===== src/rtl/proc_pipe_if.sv =====
// proc_pipe_if: handshake bundle between the pipeline sequencer and its input FIFO, stages and output latch
interface proc_pipe_if #(
    parameter int NUM_STAGES = 3,
    parameter int SLOT_W = 2
);
    localparam int CNT_W = $clog2(NUM_STAGES + 1);
    logic                       in_empty_i;
    logic                       in_rd_o;
    logic [SLOT_W-1:0]          in_tag_o;
    logic [NUM_STAGES-1:0]      stg_start_o;
    logic [NUM_STAGES*SLOT_W-1:0] stg_tag_o;
    logic [NUM_STAGES-1:0]      stg_ready_i;
    logic                       out_empty_i;
    logic                       out_wr_o;
    logic [SLOT_W-1:0]          out_tag_o;
    logic [CNT_W-1:0]           inflight_o;
    logic                       busy_o;
    logic                       err_timeout_o;
    modport master (
        input  in_empty_i, stg_ready_i, out_empty_i,
        output in_rd_o, in_tag_o, stg_start_o, stg_tag_o, out_wr_o, out_tag_o, inflight_o, busy_o, err_timeout_o
    );
    modport slave (
        output in_empty_i, stg_ready_i, out_empty_i,
        input  in_rd_o, in_tag_o, stg_start_o, stg_tag_o, out_wr_o, out_tag_o, inflight_o, busy_o, err_timeout_o
    );
endinterface


===== src/rtl/proc_pipe_ctrl.sv =====
// proc_pipe_ctrl: in-order pipeline sequencer driving NUM_STAGES start/ready stages, one tagged packet per stage.
// Define PROC_WATCHDOG_EN to add a per-stage WAIT timeout that drops the packet and pulses err_timeout_o.
module proc_pipe_ctrl #(
    parameter int NUM_STAGES = 3,
    parameter int SLOT_W = 2,
    parameter int TIMEOUT_CYCLES = 1024
) (
    input logic clk,
    input logic rst,
    proc_pipe_if.master pp
);
    localparam int CNT_W = $clog2(NUM_STAGES + 1);
    typedef enum logic [1:0] {IDLE, START, WAIT, DONE} state_t;

    if (NUM_STAGES < 1) begin : g_bad_stages
        $error("proc_pipe_ctrl: NUM_STAGES must be >= 1");
    end
    if (2 ** SLOT_W < NUM_STAGES) begin : g_bad_slot_w
        $error("proc_pipe_ctrl: 2**SLOT_W must be >= NUM_STAGES");
    end
    if (TIMEOUT_CYCLES < 1) begin : g_bad_timeout
        $error("proc_pipe_ctrl: TIMEOUT_CYCLES must be >= 1");
    end

    state_t state_q [NUM_STAGES];
    state_t state_d [NUM_STAGES];
    logic [SLOT_W-1:0] tag_q [NUM_STAGES];
    logic [SLOT_W-1:0] tag_d [NUM_STAGES];
    logic [SLOT_W-1:0] src [NUM_STAGES+1];
    logic [NUM_STAGES:0] free, handoff;
    logic [NUM_STAGES-1:0] leave, timeout, start_q, start_d;
    logic [SLOT_W-1:0] tag_cnt_q, tag_cnt_d, in_tag_q, in_tag_d, out_tag_q, out_tag_d;
    logic [CNT_W-1:0] inflight_q, inflight_d;
    logic in_rd_q, in_rd_d, out_wr_q, out_wr_d, busy_q, busy_d, err_q, err_d;
`ifdef PROC_WATCHDOG_EN
    localparam int WD_W = $clog2(TIMEOUT_CYCLES + 1);
    logic [WD_W-1:0] wd_q [NUM_STAGES];
    logic [WD_W-1:0] wd_d [NUM_STAGES];
`endif

    always_comb begin
        // Freedom ripples from the output latch backward so a whole full pipeline can advance in one edge.
        free[NUM_STAGES] = pp.out_empty_i;
        for (int k = NUM_STAGES - 1; k >= 0; k--) begin
            leave[k] = state_q[k] == DONE && free[k+1];
            free[k] = state_q[k] == IDLE || leave[k];
            handoff[k+1] = leave[k];
            src[k+1] = tag_q[k];
        end
        handoff[0] = !pp.in_empty_i && free[0];
        src[0] = tag_cnt_q;
        inflight_d = '0;
        for (int k = 0; k < NUM_STAGES; k++) begin
`ifdef PROC_WATCHDOG_EN
            wd_d[k] = state_q[k] == WAIT ? wd_q[k] + 1'b1 : '0;
            timeout[k] = state_q[k] == WAIT && !pp.stg_ready_i[k] && wd_q[k] == WD_W'(TIMEOUT_CYCLES - 1);
`else
            timeout[k] = 1'b0;
`endif
            state_d[k] = handoff[k] ? START :
                         state_q[k] == START ? WAIT :
                         state_q[k] == WAIT && pp.stg_ready_i[k] ? DONE :
                         timeout[k] || leave[k] ? IDLE : state_q[k];
            tag_d[k] = handoff[k] ? src[k] : tag_q[k];
            start_d[k] = handoff[k];
            inflight_d = inflight_d + CNT_W'(state_d[k] != IDLE);
        end
        tag_cnt_d = handoff[0] ? tag_cnt_q + 1'b1 : tag_cnt_q;
        in_rd_d = handoff[0];
        in_tag_d = tag_cnt_q;
        out_wr_d = handoff[NUM_STAGES];
        out_tag_d = src[NUM_STAGES];
        busy_d = inflight_d != '0;
        err_d = |timeout;
    end

    always_ff @(posedge clk) begin
        if (rst) begin
            for (int k = 0; k < NUM_STAGES; k++) begin
                state_q[k] <= IDLE;
                tag_q[k] <= '0;
`ifdef PROC_WATCHDOG_EN
                wd_q[k] <= '0;
`endif
            end
            start_q <= '0;
            tag_cnt_q <= '0;
            in_rd_q <= 1'b0;
            in_tag_q <= '0;
            out_wr_q <= 1'b0;
            out_tag_q <= '0;
            inflight_q <= '0;
            busy_q <= 1'b0;
            err_q <= 1'b0;
        end else begin
            state_q <= state_d;
            tag_q <= tag_d;
`ifdef PROC_WATCHDOG_EN
            wd_q <= wd_d;
`endif
            start_q <= start_d;
            tag_cnt_q <= tag_cnt_d;
            in_rd_q <= in_rd_d;
            in_tag_q <= in_tag_d;
            out_wr_q <= out_wr_d;
            out_tag_q <= out_tag_d;
            inflight_q <= inflight_d;
            busy_q <= busy_d;
            err_q <= err_d;
        end
    end

    for (genvar g = 0; g < NUM_STAGES; g++) begin : g_tag
        assign pp.stg_tag_o[g*SLOT_W +: SLOT_W] = tag_q[g];
    end
    assign pp.stg_start_o = start_q;
    assign pp.in_rd_o = in_rd_q;
    assign pp.in_tag_o = in_tag_q;
    assign pp.out_wr_o = out_wr_q;
    assign pp.out_tag_o = out_tag_q;
    assign pp.inflight_o = inflight_q;
    assign pp.busy_o = busy_q;
    assign pp.err_timeout_o = err_q;
endmodule


===== src/flat_wrapper.sv =====
// flat-port wrapper written by rule: the top's interface ports become plain ports
module proc_pipe_ctrl_flat 
#(
    parameter int NUM_STAGES = 3,
    parameter int SLOT_W = 2,
    parameter int TIMEOUT_CYCLES = 1024
)
  (clk, rst, pp_in_empty_i, pp_stg_ready_i, pp_out_empty_i, pp_in_rd_o, pp_in_tag_o, pp_stg_start_o, pp_stg_tag_o, pp_out_wr_o, pp_out_tag_o, pp_inflight_o, pp_busy_o, pp_err_timeout_o);
  proc_pipe_if #(.NUM_STAGES(NUM_STAGES), .SLOT_W(SLOT_W)) pp_i ();
  input logic clk;
  input logic rst;
  input wire logic [$bits(pp_i.in_empty_i)-1:0] pp_in_empty_i;
  input wire logic [$bits(pp_i.stg_ready_i)-1:0] pp_stg_ready_i;
  input wire logic [$bits(pp_i.out_empty_i)-1:0] pp_out_empty_i;
  output wire logic [$bits(pp_i.in_rd_o)-1:0] pp_in_rd_o;
  output wire logic [$bits(pp_i.in_tag_o)-1:0] pp_in_tag_o;
  output wire logic [$bits(pp_i.stg_start_o)-1:0] pp_stg_start_o;
  output wire logic [$bits(pp_i.stg_tag_o)-1:0] pp_stg_tag_o;
  output wire logic [$bits(pp_i.out_wr_o)-1:0] pp_out_wr_o;
  output wire logic [$bits(pp_i.out_tag_o)-1:0] pp_out_tag_o;
  output wire logic [$bits(pp_i.inflight_o)-1:0] pp_inflight_o;
  output wire logic [$bits(pp_i.busy_o)-1:0] pp_busy_o;
  output wire logic [$bits(pp_i.err_timeout_o)-1:0] pp_err_timeout_o;
  assign pp_i.in_empty_i = pp_in_empty_i;
  assign pp_i.stg_ready_i = pp_stg_ready_i;
  assign pp_i.out_empty_i = pp_out_empty_i;
  assign pp_in_rd_o = pp_i.in_rd_o;
  assign pp_in_tag_o = pp_i.in_tag_o;
  assign pp_stg_start_o = pp_i.stg_start_o;
  assign pp_stg_tag_o = pp_i.stg_tag_o;
  assign pp_out_wr_o = pp_i.out_wr_o;
  assign pp_out_tag_o = pp_i.out_tag_o;
  assign pp_inflight_o = pp_i.inflight_o;
  assign pp_busy_o = pp_i.busy_o;
  assign pp_err_timeout_o = pp_i.err_timeout_o;
  proc_pipe_ctrl #(.NUM_STAGES(NUM_STAGES), .SLOT_W(SLOT_W), .TIMEOUT_CYCLES(TIMEOUT_CYCLES)) u_core (.clk(clk), .rst(rst), .pp(pp_i));
endmodule

===== config.mk =====
export PLATFORM = sky130hd
export DESIGN_NAME = proc_pipe_ctrl_flat
export DESIGN_NICKNAME = d
export VERILOG_FILES = /design/src/rtl/proc_pipe_if.sv /design/src/rtl/proc_pipe_ctrl.sv /design/src/flat_wrapper.sv
export SDC_FILE = /design/constraint.sdc
export NUM_CORES = 1
export LEC_CHECK = 0
export CORE_UTILIZATION = 45
export CTS_BUF_LIST = sky130_fd_sc_hd__clkbuf_8
export CTS_CLUSTER_DIAMETER = 200
export DETAILED_ROUTE_END_ITERATION = 8
export GPL_ROUTABILITY_DRIVEN = 0
export MAX_ROUTING_LAYER = met4
export PLACE_DENSITY_LB_ADDON = 0.25
export RECOVER_POWER = 50
export SYNTH_ARGS = -nofsm -noshare
export SYNTH_HDL_FRONTEND = slang
export SYNTH_SLANG_ARGS = --single-unit

===== constraint.sdc =====
create_clock -name clk -period 2 [get_ports clk]
set_input_delay 0.4 -clock clk [delete_from_list [all_inputs] [get_ports clk]]
set_output_delay 0.4 -clock clk [all_outputs]
set_load 0.05 [all_outputs]

==> After elaboration in Yosys (flattened, before gate mapping) <==
Index checks and enable logic that the tools add are counted.
{ "totals": {"register_bits": 26, "latch_bits": 0, "mem_bits_rw": 0, "romBits": 0, "inputBits": 7, "elab_cells": 56, "n_memories": 0} }
{ "classes": {"addsub": 3, "multipliers": 0, "n_div": 0, "order_cmp": 0, "eq_ne": 9, "n_shift": 0, "muxes": 12, "bitwise_logic": 0, "reduce_logical": 18} }
{ "ops": {"columns": ["cell", "n"], "rows": [
  ["2-to-1 mux 2 bit", 12],
  ["== test 2 bit, second input constant", 6],
  ["nonzero test 2 bit", 4],
  ["logical AND 1 bit", 7],
  ["== test 2 x 1 -> 1 bit, second input constant", 3],
  ["logical NOT 2 bit", 3],
  ["logical OR 1 bit", 3],
  ["adder 1 x 1 -> 2 bit", 1],
  ["adder 2 x 1 -> 2 bit", 1],
  ["adder 2 x 1 -> 2 bit, second input constant", 1],
  ["logical NOT 1 bit", 1]
]} }

==> Depth between registers and ports, before layout <==
{ "depth": {"word_depth": 14, "mapped_depth": 7, "ltp_nobuf": 7} }

==> Worst setup path before layout <==
Ideal clock, no wire load.
{ "synth_path": {"path_kind": "reg2reg", "start": "register u_core.state_q[0] in the netlist's numbering", "end": "register u_core.busy_q, in the netlist u_core.pp.busy_o", "setup_time_ns": 0.120, "arrival_time_ns": 1.813, "required_time_ns": 1.880, "slack_ns": 0.067, "path_stages_with_launch": 8, "path_buffers": 0, "synth_period_minus_slack_ns": 1.933, "path_cell_list": "dfxtp_1 -> and3_4 -> o211ai_4 -> a21oi_4 -> o21ai_1 -> fa_1 -> nor2b_1 -> or2_1"} }
{ "synth_between": {"elab_chain_len": 14, "elab_cells_between_ends": 30, "cone_classes": "add/sub: 2; eq/ne: 3; mux: 12; reduce/logical: 13"} }
{ "synth_rtl": {"columns": ["element", "line_no", "source"], "rows": [
  ["from (decl)", "proc_pipe_ctrl.sv:25", "state_t state_q [NUM_STAGES];"],
  ["from (signal assigned)", "proc_pipe_ctrl.sv:96", "state_q <= state_d;"],
  ["== test 2 bit", "proc_pipe_ctrl.sv:45", "leave[k] = state_q[k] == DONE && free[k+1];"],
  ["logical AND 1 bit", "proc_pipe_ctrl.sv:45", null],
  ["logical OR 1 bit", "proc_pipe_ctrl.sv:46", "free[k] = state_q[k] == IDLE || leave[k];"],
  ["logical AND 1 bit", "proc_pipe_ctrl.sv:45", null],
  ["logical OR 1 bit", "proc_pipe_ctrl.sv:46", null],
  ["logical AND 1 bit", "proc_pipe_ctrl.sv:45", null],
  ["2-to-1 mux 2 bit", "proc_pipe_ctrl.sv:63", "timeout[k] || leave[k] ? IDLE : state_q[k];"],
  ["2-to-1 mux 2 bit", "proc_pipe_ctrl.sv:62", "state_q[k] == WAIT && pp.stg_ready_i[k] ? DONE :"],
  ["2-to-1 mux 2 bit", "proc_pipe_ctrl.sv:61", "state_q[k] == START ? WAIT :"],
  ["2-to-1 mux 2 bit", "proc_pipe_ctrl.sv:60", "state_d[k] = handoff[k] ? START :"],
  ["nonzero test 2 bit", "proc_pipe_ctrl.sv:66", "inflight_d = inflight_d + CNT_W'(state_d[k] != IDLE);"],
  ["adder 1 x 1 -> 2 bit", "proc_pipe_ctrl.sv:66", null],
  ["adder 2 x 1 -> 2 bit (*)", "proc_pipe_ctrl.sv:66", null],
  ["net u_core.inflight_d[0]", "proc_pipe_ctrl.sv:33", "logic [CNT_W-1:0] inflight_q, inflight_d;"],
  ["nonzero test 2 bit (*)", "proc_pipe_ctrl.sv:73", "busy_d = inflight_d != '0;"],
  ["to (signal assigned)", "proc_pipe_ctrl.sv:108", "busy_q <= busy_d;"],
  ["to (decl)", "proc_pipe_ctrl.sv:34", "logic in_rd_q, in_rd_d, out_wr_q, out_wr_d, busy_q, busy_d, err_q, err_d;"]
]} }
The timed path passes the listed nets; every way through them passes the cells marked *.
A chain may end at the register's enable or synchronous reset.

==> Worst setup path in the final report <==
{ "layout_path": {"start": "register u_core.tag_q (netlist bit u_core.pp.stg_tag_o[1])", "end": "output port pp_stg_tag_o[1]"} }
{ "layout_rtl": {"columns": ["element", "line_no", "source"], "rows": [
  ["from (decl)", "proc_pipe_ctrl.sv:27", "logic [SLOT_W-1:0] tag_q [NUM_STAGES];"],
  ["from (signal assigned)", "proc_pipe_ctrl.sv:97", "tag_q <= tag_d;"],
  ["to (decl)", "flat_wrapper.sv:18", "output wire logic [$bits(pp_i.stg_tag_o)-1:0] pp_stg_tag_o;"]
]} }
No word-level cell between the ends.

==> key figures <==
Run status
  • Outcome: finished, final reports clean

Critical path
  • Arrival time worst endpoint: 1.47 ns
  • Crit end category: output pin
  • Worst setup path category: reg -> out
  • Kind of start point of the critical path: flip-flop
  • Critical path, cell by cell: clkdlybuf4s50_1
  • CP max stage cell: clkdlybuf4s50_1
  • Required time worst endpoint: 1.60 ns
  • Buffers & Inverters on Critical Path: 1
  • Worst path top cell family by delay: buffers and inverters
  • Delay of the slowest cell on the worst path: 0.82 ns
  • Worst-path fanout max: 5

Logic synthesis
  • Post-Synthesis Mean Instance Area: 9.85 sq um
  • Yosys synthesis warning count: 0
  • Synthesized netlist net count: 117
  • Sequential share of the synthesized area: 0.466
  • Post-synthesis cell type with the largest combined area: dfxtp_1
  • Synth cell types: 38
  • Number of standard cells after synthesis: 109
  • Post-Syn Area: 0.00107 sq mm
  • Top cell type's share of synthesized area: 0.466
  • Number of flip-flops and latches in the synthesized netlist: 25
  • Top cells by area, synth: dfxtp_1 47%, nor2b_1 5.8%, nor2_1 3.5%

Power and ir drop
  • Int Power: 0.000741 W
  • Sw Share: 0.285
  • Power density of the placed cells: 733 mW/mm^2
  • Leakage: 0.547 nW
  • Clock network fraction of design power: 0.280
  • Share of total power in sequential cells: 0.528
  • Net Sw Power: 0.000296 W
  • Portion of total power attributed to combinational logic: 0.192
  • Tot Pwr: 0.00104 W
  • Worst voltage drop across the vdd grid: 0.000679 V

STA
  • Setup repair after global routing missed its margin: no
  • Slew margin rel.: 0.656
  • Portion of the clock cycle consumed by the worst path in the final layout: 0.935
  • Endpoints failing setup: 0
  • Hold violation count in the final report: 0
  • Post-route minimum period: 1.87 ns
  • Transition at the pin with the smallest max-transition slack: 0.514 ns
  • Post-Route Setup TNS: 0 ns
  • Number of max-slew violations in the final report: 0
  • Clk_skew: 0.00639 ns
  • Highest clock frequency the design can meet: 0.535 GHz

Drt
  • Routed WL: 2060 microns
  • Router iterations before antenna repair: 4
  • DR WL/cell: 12.3 microns
  • Vias post-DR: 862
  • Via-to-Cell Ratio: 5.13
  • Number of design rule violations left after detail routing: 0
  • Routed Antenna Nets: 0
  • Number of violations reported at the end of detailed-routing iteration 0: 9

Final layout
  • Core utilization of the finished layout: 0.633
  • Area grow syn2layout: 31.7%
  • Fraction of layout instances using a drive strength above 1: 0.164
  • # nets final: 149
  • Antenna Cells: 0
  • Area of all placed cells without fillers: 0.00141 sq mm
  • Fill count: 209

Global route
  • Overall fraction of global-route tracks in use: 0.193
  • Pin count of the biggest net entering global routing: 17
  • Antenna violations before repair: 0
  • Wire length of the first global-routing pass: 3620 microns
  • Via count of the first global-routing pass: 827
  • Total gr overflow: 0

Floorplanning
  • Effective utilization at floorplan: 0.481
  • Num rows: 17
  • Die outline width: 50.8 microns
  • Die height: 50.8 microns
  • IO Pins: 26
  • Area of the core region: 0.00223 sq mm
  • Die Outline Area: 0.00258 sq mm

Clocking
  • Sinks on the clock net: 25
  • Clock-pin slew reported for the worst setup and hold paths after clock tree synthesis: 0.09 ns
  • Master cell of the clock root buffer: clkbuf_8
  • Buffer count from post-CTS setup fixing: 0
  • Number of clock buffers inserted by TritonCTS: 3
  • Insertion delay to the later sink of the worst-skew pair: 0.27 ns
  • Clock tree from TritonCTS: yes
  • Clock buffer depth: 2
  • H-tree level count: 1

Placed design
  • Estimated wirelength of the detail-placed design: 1530 microns
  • Number of I/O port buffers: 24
  • Dpl cell area: 0.00138 sq mm

Hold path
  • Class of the worst hold path: reg -> reg

Job
  • Max-Cap Viols: 0
-- synth_stat cells, drive strengths merged --
library cell and n:
dfxtp 25, nor2 11, nor2b 10, a21oi 7, nand2 7, inv 5
a21o 4, buf 4, o21ai 4, mux2i 3, or2 3, a211oi 2
clkbuf 2, mux2 2, nand3 2, nand4bb 2, nor3 2, o211ai 2
a211o 1, a21boi 1, a311oi 1, a31oi 1, and2 1, and3 1
conb 1, fa 1, nand4 1, o2111ai 1, o2bb2ai 1, or3b 1
-- logic make-up after synthesis --
kind of cell	after synthesis	share of synthesized area
flops	25	0.466
other cells	1	0.00349
compound gates	25	0.200
simple gates	41	0.211
fa+ha+maj	1	0.0186
mux	5	0.0524
buf+inv	11	0.0478
-- cells in the final DEF (no fill, tap or decap), drive strengths merged, types with 2 or more instances in the layout --
cell	Yosys	routed
clkdlybuf4s50	0	21
nand3	2	2
o211ai	2	2
a211oi	2	2
mux2i	3	3
mux2	2	2
a21o	4	4
nor2b	10	10
dfxtp	25	25
clkbuf	2	7
dlygate4sd3	0	2
a21oi	7	7
nand2	7	7
buf	4	5
nor2	11	11
inv	5	5
nand4bb	2	2
or2	3	3
nor3	2	2
o21ai	4	4
-- flip-flops by register name (all words and copies together), names as in the netlist --
name and flops:
u_core.pp.in_tag_o 2, u_core.in_tag_d 2, u_core.pp.out_wr_o 1, u_core.pp.busy_o 1, u_core.pp.inflight_o 2, u_core.pp.out_tag_o 2, u_core.state_q 6, u_core.pp.stg_start_o 3
u_core.out_tag_d 2, u_core.pp.stg_tag_o 4
-- power groups by stage --
stage                     combinational (W)  sequential (W)  clock, W
after global routing               0.000212        0.000552  0.000315
after floorplan                   0.0000937        0.000601         0
after detailed placement           0.000202        0.000558         0
final                              0.000199        0.000548  0.000290
after global placement             0.000200        0.000559         0
after CTS                          0.000204        0.000548  0.000298
-- worst paths after layout --
check	startpoint	to	slack (ns)	cells past startpoint
setup / recovery	u_core.pp.stg_tag_o[1]	pp_stg_tag_o[1]	0.13	1
setup reg to reg	u_core.state_q[0]	u_core.pp.busy_o	0.14	7
hold / removal	u_core.out_tag_d[0]	u_core.pp.out_tag_o[0]	0.48	1
hold reg to reg	u_core.out_tag_d[0]	u_core.pp.out_tag_o[0]	0.48	1
-- metal layers --
layer | global-route usage | wire, microns
met5 | - | 0
met2 | 0.298 | 942
met4 | 0.0833 | 34
met1 | 0.250 | 1010
met3 | 0.0357 | 78
-- repair_timing --
action / 4_1_cts / 5_1_grt
setup endpoints to repair: 1 / 1
hold buffers: 0 / 0
gates resized for setup: 2 / 2
-- metrics by stage --
step	std cells	worst slack (ns)	hold WS [ns]
2_1_floorplan	109	0.0670	0.461
3_3_place_gp	164	-0.347	0.467
3_5_place_dp	164	-0.409	0.471
4_1_cts	168	0.0343	0.483
5_1_grt	168	0.0378	0.500
6_report	168	0.130	0.482
-- layout make-up --
cell class	instances	area [sq um]	share of cell area
inverter	5	18.8	0.0133
timing repair buffer	33	292	0.206
clock inverter	1	5.00	0.00354
sequential	25	503	0.356
tap	28	35.0	0.0248
clock buffer	3	41.3	0.0292
multi-input combinational	73	519	0.367
No activity file was read; power rests on OpenSTA's default activity.
